===== src/rtl/mx_int8_vector.sv =====
// Holds one MX block of MXINT8 elements, refilled from a 32-bit LFSR one element per cycle.
// A single element can be zeroed in IDLE, or deferred to the final fill edge while a fill runs.
module mx_int8_vector #(
    parameter int          BLOCK_SIZE = 32,
    parameter int          ELEM_WIDTH = 8,
    parameter logic [31:0] SEED       = 32'hACE1_2B5D,
    parameter int          ALLOW_MIN  = 0
) (
    input  logic                               clk,
    input  logic                               rst,
    input  logic                               rand_start_i,
    input  logic                               set_zero_i,
    input  logic [$clog2(BLOCK_SIZE)-1:0]      zero_idx_i,
    output logic [BLOCK_SIZE*ELEM_WIDTH-1:0]   elements_o,
    output logic                               busy_o,
    output logic                               valid_o,
    output logic                               done_o
);

    localparam int          IW       = $clog2(BLOCK_SIZE);
    localparam logic [31:0] SEED_EFF = (SEED == 32'd0) ? 32'd1 : SEED;

    typedef enum logic {IDLE, FILL} state_t;

    state_t                state, state_nxt;
    logic [31:0]           lfsr, lfsr_nxt;
    logic [IW-1:0]         idx, pend_idx, zero_sel;
    logic                  pend_vld, zero_ok, last, zero_wr;
    logic [ELEM_WIDTH-1:0] rand_byte;
    logic [ELEM_WIDTH-1:0] mem [BLOCK_SIZE];

    // Eight Fibonacci steps unrolled into a single combinational stage.
    function automatic logic [31:0] lfsr_step8(input logic [31:0] s);
        logic [31:0] t;
        t = s;
        for (int k = 0; k < 8; k++) begin
            t = {t[30:0], t[31] ^ t[21] ^ t[1] ^ t[0]};
        end
        return t;
    endfunction

    always_comb begin
        lfsr_nxt  = lfsr_step8(lfsr);
        rand_byte = lfsr_nxt[ELEM_WIDTH-1:0];
        if (ALLOW_MIN == 0 && rand_byte == {1'b1, {(ELEM_WIDTH-1){1'b0}}}) begin
            rand_byte = {1'b1, {(ELEM_WIDTH-2){1'b0}}, 1'b1};
        end
    end

    assign zero_ok  = set_zero_i && ({1'b0, zero_idx_i} < (IW+1)'(BLOCK_SIZE));
    assign last     = (idx == IW'(BLOCK_SIZE - 1));
    // A request arriving on the final fill edge is newer than any pending one.
    assign zero_sel = zero_ok ? zero_idx_i : pend_idx;
    assign zero_wr  = ((state == IDLE) && !rand_start_i && zero_ok) ||
                      ((state == FILL) && last && (zero_ok || pend_vld));

    always_ff @(posedge clk or posedge rst) begin
        if (rst) begin
            state <= IDLE;
        end else begin
            state <= state_nxt;
        end
    end

    always_comb begin
        state_nxt = state;
        case (state)
            IDLE:    if (rand_start_i) state_nxt = FILL;
            FILL:    if (last)         state_nxt = IDLE;
            default:                   state_nxt = IDLE;
        endcase
    end

    always_comb begin
        busy_o = (state == FILL);
    end

    always_ff @(posedge clk or posedge rst) begin
        if (rst) begin
            lfsr     <= SEED_EFF;
            idx      <= '0;
            pend_vld <= 1'b0;
            pend_idx <= '0;
            valid_o  <= 1'b0;
            done_o   <= 1'b0;
            for (int i = 0; i < BLOCK_SIZE; i++) begin
                mem[i] <= '0;
            end
        end else begin
            done_o <= 1'b0;
            if (state == IDLE) begin
                if (rand_start_i) begin
                    idx      <= '0;
                    valid_o  <= 1'b0;
                    pend_vld <= zero_ok;
                    pend_idx <= zero_idx_i;
                end else if (zero_ok) begin
                    done_o <= 1'b1;
                end
            end else begin
                lfsr <= lfsr_nxt;
                idx  <= idx + 1'b1;
                if (zero_ok) begin
                    pend_vld <= 1'b1;
                    pend_idx <= zero_idx_i;
                end
                if (last) begin
                    pend_vld <= 1'b0;
                    valid_o  <= 1'b1;
                    done_o   <= 1'b1;
                end
            end
            // Zero write is ordered after the random write so it wins on an index match.
            for (int i = 0; i < BLOCK_SIZE; i++) begin
                if (state == FILL && idx == IW'(i)) mem[i] <= rand_byte;
                if (zero_wr && zero_sel == IW'(i))  mem[i] <= '0;
            end
        end
    end

    for (genvar g = 0; g < BLOCK_SIZE; g++) begin : g_out
        assign elements_o[(BLOCK_SIZE-1-g)*ELEM_WIDTH +: ELEM_WIDTH] = mem[g];
    end

endmodule


===== config.mk =====
export PLATFORM = sky130hd
export DESIGN_NAME = mx_int8_vector
export DESIGN_NICKNAME = d
export VERILOG_FILES = /design/src/rtl/mx_int8_vector.sv
export SDC_FILE = /design/constraint.sdc
export NUM_CORES = 1
export LEC_CHECK = 0
export ABC_AREA = 1
export CORE_MARGIN = 2
export CORE_UTILIZATION = 53
export CTS_BUF_LIST = sky130_fd_sc_hd__clkbuf_4
export DETAILED_ROUTE_END_ITERATION = 12
export GPL_TIMING_DRIVEN = 0
export PLACE_DENSITY_LB_ADDON = 0.05
export RECOVER_POWER = 100
export SYNTH_ARGS = -nofsm -noshare
export SYNTH_HDL_FRONTEND = slang
export SYNTH_SLANG_ARGS = --single-unit

===== constraint.sdc =====
create_clock -name clk -period 12.7 [get_ports clk]
set_clock_uncertainty 0.2 [all_clocks]
set_input_delay 1.905 -clock clk [delete_from_list [all_inputs] [get_ports clk]]
set_output_delay 1.905 -clock clk [all_outputs]
set_load 0.01 [all_outputs]

==> results of run 1 <==
==> kinds of logic (layout without fill, tap and decap cells) <==
| kind of cell | Yosys count | count (layout) | synth area share [%] |
|---|---|---|---|
| compound gates | 257 | 257 | 10.47 |
| mux | 1 | 1 | 0.1092 |
| fa+ha+maj | 10 | 10 | 0.9928 |
| other cells | 0 | 5 | 0 |
| buf+inv | 210 | 605 | 6.800 |
| simple gates | 637 | 637 | 20.73 |
| xor+xnor | 11 | 11 | 0.7644 |
| flops | 302 | 302 | 60.13 |
==> sequential cells by signal, indices dropped and copies added, names as in the netlist <==
signal,cells
done_o,1
busy_o,1
pend_vld,1
idx,5
elements_o,256
lfsr,32
valid_o,1
pend_idx,5
==> synthesized netlist by cell type, types with 2 or more instances <==
cell	number	share of area (%)
clkbuf_1	23	0.68
xor2_1	5	0.35
inv_2	45	1.3
dfstp_2	17	3.5
buf_6	7	0.63
buf_2	4	0.16
o21ai_0	172	6.8
nand3_1	6	0.24
ha_1	10	0.99
nand3_2	2	0.16
buf_4	3	0.18
nand2_2	31	1.5
nand4_1	34	1.7
inv_1	120	3.6
and2_1	2	0.099
buf_1	7	0.21
o211ai_1	5	0.30
nand2_1	493	15
o21ai_1	75	3.0
nor2_1	63	1.9
dfrtp_1	285	57
nand2_4	4	0.36
xnor2_1	6	0.42
==> per-layer routing <==
metal | wire length [microns] | GRT usage (%) | vias up
met2 | 17050 | 46.09 | 447
met5 | 13 | 0 | -
met4 | 1078 | 11.80 | 2
met1 | 15740 | 41.22 | 5384
li1 | - | - | 5253
met3 | 3023 | 7.692 | 86
==> cells in the final DEF (no fill, tap or decap), types with 2 or more instances in the layout <==
cell type        instances
and2_1                   2
buf_16                   2
buf_4                    3
buf_6                    6
bufinv_16                2
clkbuf_1                34
clkbuf_4               114
clkdlybuf4s50_1          5
clkinv_1                10
dfrtp_1                285
dfstp_2                 16
diode_2                  5
dlygate4sd3_1          261
ha_1                    10
inv_1                  122
inv_2                   43
nand2_1                499
nand2_2                 27
nand2_4                  2
nand3_1                  7
nand4_1                 34
nor2_1                  63
o211ai_1                 5
o21ai_0                242
o21ai_1                  5
xnor2_1                  6
xor2_1                   5
==> worst reg2reg max path, delay by kind of cell, from the launching register on <==
family                   cells  cell delay (ns)
buffers and inverters        8             1.45
XOR/XNOR                     2             0.57
AO/OA/AOI/OAI                2             0.40
adder cells (fa/ha/maj)      4             1.39
AND/OR/NAND/NOR             18             2.31
flip-flops                   1             0.56
==> cell type report <==
type,count,area [sq um]
Timing Repair Buffer,268,2718
Antenna cell,5,12.51
Clock buffer,114,855.8
Multi-Input combinational cell,916,4138
Tap cell,319,399.1
Buffer,44,222.7
Fill cell,1971,6751
Inverter,166,624.3
Clock inverter,13,102.6
Sequential cell,302,7579
==> per-stage QoR <==
step | instance area [sq um] | util, % | setup TNS (ns)
5_1_grt | 16650 | 71.15 | 0
2_1_floorplan | 12600 | - | 0
3_3_place_gp | 15670 | 66.94 | -341.08
4_1_cts | 16690 | 71.30 | 0
6_report | 16650 | 71.15 | 0
3_5_place_dp | 15730 | 67.20 | 0
==> how the worst max path moves through the flow <==
stage	depth (start not counted)	to	start	slack (ns)
floorplan	1	busy_o$_DFF_PP0_	rst	2.28
global placement	2	elements_o[50]$_DFFE_PP0P_	rst	-1.22
detailed placement	34	elements_o[95]$_DFFE_PP0P_	lfsr[0]$_DFFE_PP1P_	6.21
CTS	34	elements_o[95]$_DFFE_PP0P_	lfsr[0]$_DFFE_PP1P_	6.16
global route	34	elements_o[53]$_DFFE_PP0P_	lfsr[0]$_DFFE_PP1P_	5.24
finish	34	elements_o[5]$_DFFE_PP0P_	lfsr[0]$_DFFE_PP1P_	5.72
==> results.sh, run 1 <==
export IMPL_hold_buffers=0
export IMPL_fmax_ghz=0.1432
export IMPL_fin_ws_ns=5.716
export IMPL_grt_max_degree=118
export IMPL_violations="capacitance limit, slew limit"
export IMPL_start_util_pct=53.85
export IMPL_yosysWarnings=0
export IMPL_htree_levels=3
export IMPL_grtUsageTotal_pct=30.01
export IMPL_routed_wl_microns=36910
export IMPL_cts_buffers=78
export IMPL_die_x_microns=158.2
export IMPL_worst_path_buf_inv=8
export IMPL_area_delta_synth_final_pct=32.12
export IMPL_hold_path_class="reg -> reg"
export IMPL_end_kind="flop"
export IMPL_avgRoutedWirePerCell_microns=17.19
export IMPL_drt_initial_drc_count=764
export IMPL_fin_nets=1795
export IMPL_slew_viol_final=118
export IMPL_r2r_start="lfsr[0]$_DFFE_PP1P_"
export IMPL_ys_ff_latch=302
export IMPL_async_reset_ff_share_pct=100.0
export IMPL_vias=11170
export IMPL_synth_distinct_cells=32
export IMPL_worstSetupPathType="reg -> reg"
export IMPL_syn_area_per_cell_sq_um=8.826
export IMPL_cp_data_required_time_ns=13.04
export IMPL_place_inst=2015
export IMPL_slowest_stage="dfstp_1"
export IMPL_cts_tree="yes"
export IMPL_status="finished, violations left"
export IMPL_grt_pass1_wl_microns=57890
export IMPL_cts_resized=0
export IMPL_drive_gt1_share_pct=12.29
export IMPL_maxCapViolCount=1
export IMPL_whs_path_depth=2
export IMPL_firstDrtPassIters=5
export IMPL_timing_rr_end="elements_o[5]$_DFFE_PP0P_"
export IMPL_port_buffers=266
export IMPL_synth_edff_count=0
export IMPL_ys_seq_area_share_pct=60.13
export IMPL_instances_no_fill=2147
export IMPL_cp_common_cell="nand2_1"
export IMPL_grt_pass1_vias=10780
export IMPL_die_h_microns=158.2
export IMPL_clock_sinks=302
export IMPL_insertion_delay_ns=0.68
export IMPL_crit_family="simple AND/OR/NAND/NOR gates"
export IMPL_setup_viol=0
export IMPL_overflow=0
export IMPL_vias_per_cell=5.204
export IMPL_regToRegSetupSlack_ns=5.72
export IMPL_syn_nets=1447
export IMPL_dieArea_sq_um=25030
export IMPL_place_ws_ns=6.208
export IMPL_num_rows=56
export IMPL_io_pins=268
export IMPL_cts_setup_buffers=0
export IMPL_ys_flop_type="dfrtp_1"
export IMPL_timing_final_crit_share_pct=55.00
export IMPL_gp_congestion=0.9291
export IMPL_syn_cell_area_sq_um=12600
export IMPL_path_clk_slew_ns=0.06
export IMPL_startpoint_type="flop"
export IMPL_r2r_cells=34
export IMPL_antenna_found_initial=2
export IMPL_hold_viol_final=0
export IMPL_core_area_sq_um=23400
export IMPL_crit_arrival_ns=7.33
export IMPL_hold_start="lfsr[23]$_DFFE_PP1P_"
export IMPL_drc_errors=0
export IMPL_cts_buffer_depth=3
export IMPL_hpwl_microns=25800
export IMPL_whs_endpoint="lfsr[31]$_DFFE_PP1P_"
export IMPL_rsz0062_at_grt="false"
export IMPL_worst_pin_slew_ns=5.038
export IMPL_holdWs_ns=0.2617
export IMPL_path_max_fanout=10
export IMPL_timing_final_crit_period_ns=6.984
export IMPL_synthCells=1428
export IMPL_ctsRootBufferMaster="clkbuf_4"
export IMPL_antenna_left=0
export IMPL_max_slew_margin_pct=-237.7
export IMPL_cpPeakStageDelay_ns=0.56
Power of run 1 is not shown: default switching activity piles up to over one toggle a cycle in this logic, so the estimate is an artifact.
==> run 2: changes to the inputs <==
clock period = 6.8 ns   (was 12.7 ns; I/O delays follow)
==> run 2 against run 1 <==
The flow still finishes with violations (capacitance limit, slew limit). Non-clock buffer count is 5 higher. Utilization is 0.19 points higher. Worst hold slack worse by 0.0048 ns. Register-to-register slack worse by 5.3 ns. Global-route usage is 0.63 points higher. Worst setup slack worse by 5.3 ns. Design area is 0.27% higher. First-iteration DRC count is 8.8% higher. Final cell count hardly changed. Routed wire length is 0.96% higher. Critical path depth stayed put. Maximum frequency is 9.3% higher. Critical path type unchanged.
==> results.sh, run 2 (synthesized netlist as in run 1, its figures left out) <==
export IMPL_die_h_microns=158.2
export IMPL_grt_max_degree=45
export IMPL_grt_pass1_vias=10990
export IMPL_startpoint_type="flop"
export IMPL_max_slew_margin_pct=-52.47
export IMPL_grt_pass1_wl_microns=58600
export IMPL_start_util_pct=53.85
export IMPL_vias_per_cell=5.174
export IMPL_htree_levels=3
export IMPL_cts_tree="yes"
export IMPL_wl_met3_microns=2849
export IMPL_dieArea_sq_um=25030
export IMPL_r2r_start="lfsr[0]$_DFFE_PP1P_"
export IMPL_routed_wl_microns=37260
export IMPL_slowest_stage="dfstp_2"
export IMPL_drc_errors=0
export IMPL_status="finished, violations left"
export IMPL_path_max_fanout=10
export IMPL_clock_sinks=302
export IMPL_met1Wirelength_microns=15870
export IMPL_slew_viol_final=244
export IMPL_overflow=0
export IMPL_end_kind="flop"
export IMPL_cts_buffers=77
export IMPL_violations="capacitance limit, slew limit"
export IMPL_io_pins=268
export IMPL_port_buffers=266
export IMPL_grtUsageTotal_pct=30.64
export IMPL_path_clk_slew_ns=0.06
export IMPL_worst_pin_slew_ns=2.287
export IMPL_worstSetupPathType="reg -> reg"
export IMPL_cpPeakStageDelay_ns=0.55
export IMPL_post_route_util_pct=71.34
export IMPL_antenna_left=0
export IMPL_cp_data_required_time_ns=7.18
export IMPL_fin_nets=1799
export IMPL_setup_viol=0
export IMPL_drt_initial_drc_count=831
export IMPL_hold_start="lfsr[23]$_DFFE_PP1P_"
export IMPL_timing_final_crit_period_ns=6.392
export IMPL_timing_final_crit_share_pct=94.00
export IMPL_rsz0062_at_grt="false"
export IMPL_hpwl_microns=26470
export IMPL_cts_setup_buffers=0
export IMPL_die_x_microns=158.2
export IMPL_cp_common_cell="nand2_1"
export IMPL_insertion_delay_ns=0.67
export IMPL_antenna_found_initial=2
export IMPL_num_rows=56
export IMPL_vias=11100
export IMPL_area_delta_synth_final_pct=32.47
export IMPL_firstDrtPassIters=8
export IMPL_crit_path_start="lfsr[0]$_DFFE_PP1P_"
export IMPL_cts_buffer_depth=3
export IMPL_fmax_ghz=0.1565
export IMPL_avgRoutedWirePerCell_microns=17.36
export IMPL_final_common_cell="nand2_1"
export IMPL_dr_wl_met2_microns=17560
export IMPL_hold_viol_final=0
export IMPL_hold_path_class="reg -> reg"
export IMPL_ctsRootBufferMaster="clkbuf_4"
export IMPL_crit_arrival_ns=6.77
export IMPL_core_area_sq_um=23400
export IMPL_gp_congestion=0.9113
export IMPL_drive_gt1_share_pct=13.32
export IMPL_final_cell_mix="494 x nand2_1, 285 x dfrtp_1, 261 x dlygate4sd3_1"
export IMPL_top_layer="met4"
export IMPL_largest_reg_flops=256
export IMPL_maxCapViolCount=6
==> run 2: repair_timing <==
| item | 4_1_cts | 5_1_grt |
|---|---|---|
| hold buffers | 0 | 0 |
| endpoints found under the setup margin | 0 | 47 |
| hold endpoints to repair | 0 | 0 |
| gates resized for setup | 0 | 15 |
==> run 2: final cells by class <==
| cell class | count | area (sq um) |
|---|---|---|
| flip-flops and latches | 302 | 7579 |
| fillers | 1919 | 6706 |
| multi-input cells | 916 | 4160 |
| repair buffers | 273 | 2721 |
| clock buffers | 114 | 855.8 |
| inverters | 166 | 624.3 |
| well taps | 319 | 399.1 |
| plain buffers | 44 | 234.0 |
| clock inverters | 10 | 117.6 |
| diodes | 2 | 5.005 |
==> run 2: per-stage QoR <==
| stage | cells | setup TNS, ns | setup slack (ns) | hold slack [ns] | area (sq um) |
|---|---|---|---|---|---|
| 4_1_cts | 2144 | 0 | 0.3618 | 0.2603 | 16780 |
| 6_report | 2146 | 0 | 0.4083 | 0.2569 | 16700 |
| 5_1_grt | 2145 | 0 | 0.05721 | 0.2697 | 16690 |
| 2_1_floorplan | 1428 | 0 | 1.579 | 0.2392 | 12610 |
| 3_3_place_gp | 2013 | -122.44 | -0.4582 | 0.2445 | 15670 |
| 3_5_place_dp | 2020 | 0 | 0.3788 | 0.2541 | 15810 |
==> run 2: worst max-delay path, delay by kind of cell, from the launching register on <==
family                   cells  cell delay [ns]
adder cells (fa/ha/maj)      4             1.38
XOR/XNOR                     2             0.59
AND/OR/NAND/NOR             18             1.93
buffers and inverters        8             1.21
AO/OA/AOI/OAI                2             0.42
flip-flops                   1             0.55
==> run 2: layer usage <==
metal | track usage, % | vias up
met1 | 41.73 | 5322
met5 | 0 | -
met2 | 48.14 | 475
li1 | - | 5237
met3 | 7.090 | 69
met4 | 11.84 | 0
==> run 2: final timing paths <==
| check | slack, ns | depth (start not counted) | end |
|---|---|---|---|
| worst min-delay path | 0.26 | 2 | lfsr[31]$_DFFE_PP1P_ |
| worst min register to register | 0.26 | 2 | lfsr[31]$_DFFE_PP1P_ |
| min in group asynchronous | 0.97 | 2 | elements_o[220]$_DFFE_PP0P_ |
| worst max register to register | 0.41 | 34 | elements_o[133]$_DFFE_PP0P_ |
| worst max-delay path | 0.41 | 34 | elements_o[133]$_DFFE_PP0P_ |
| max in group asynchronous | 1.16 | 4 | elements_o[75]$_DFFE_PP0P_ |
Power of run 2 is left out for the same reason.
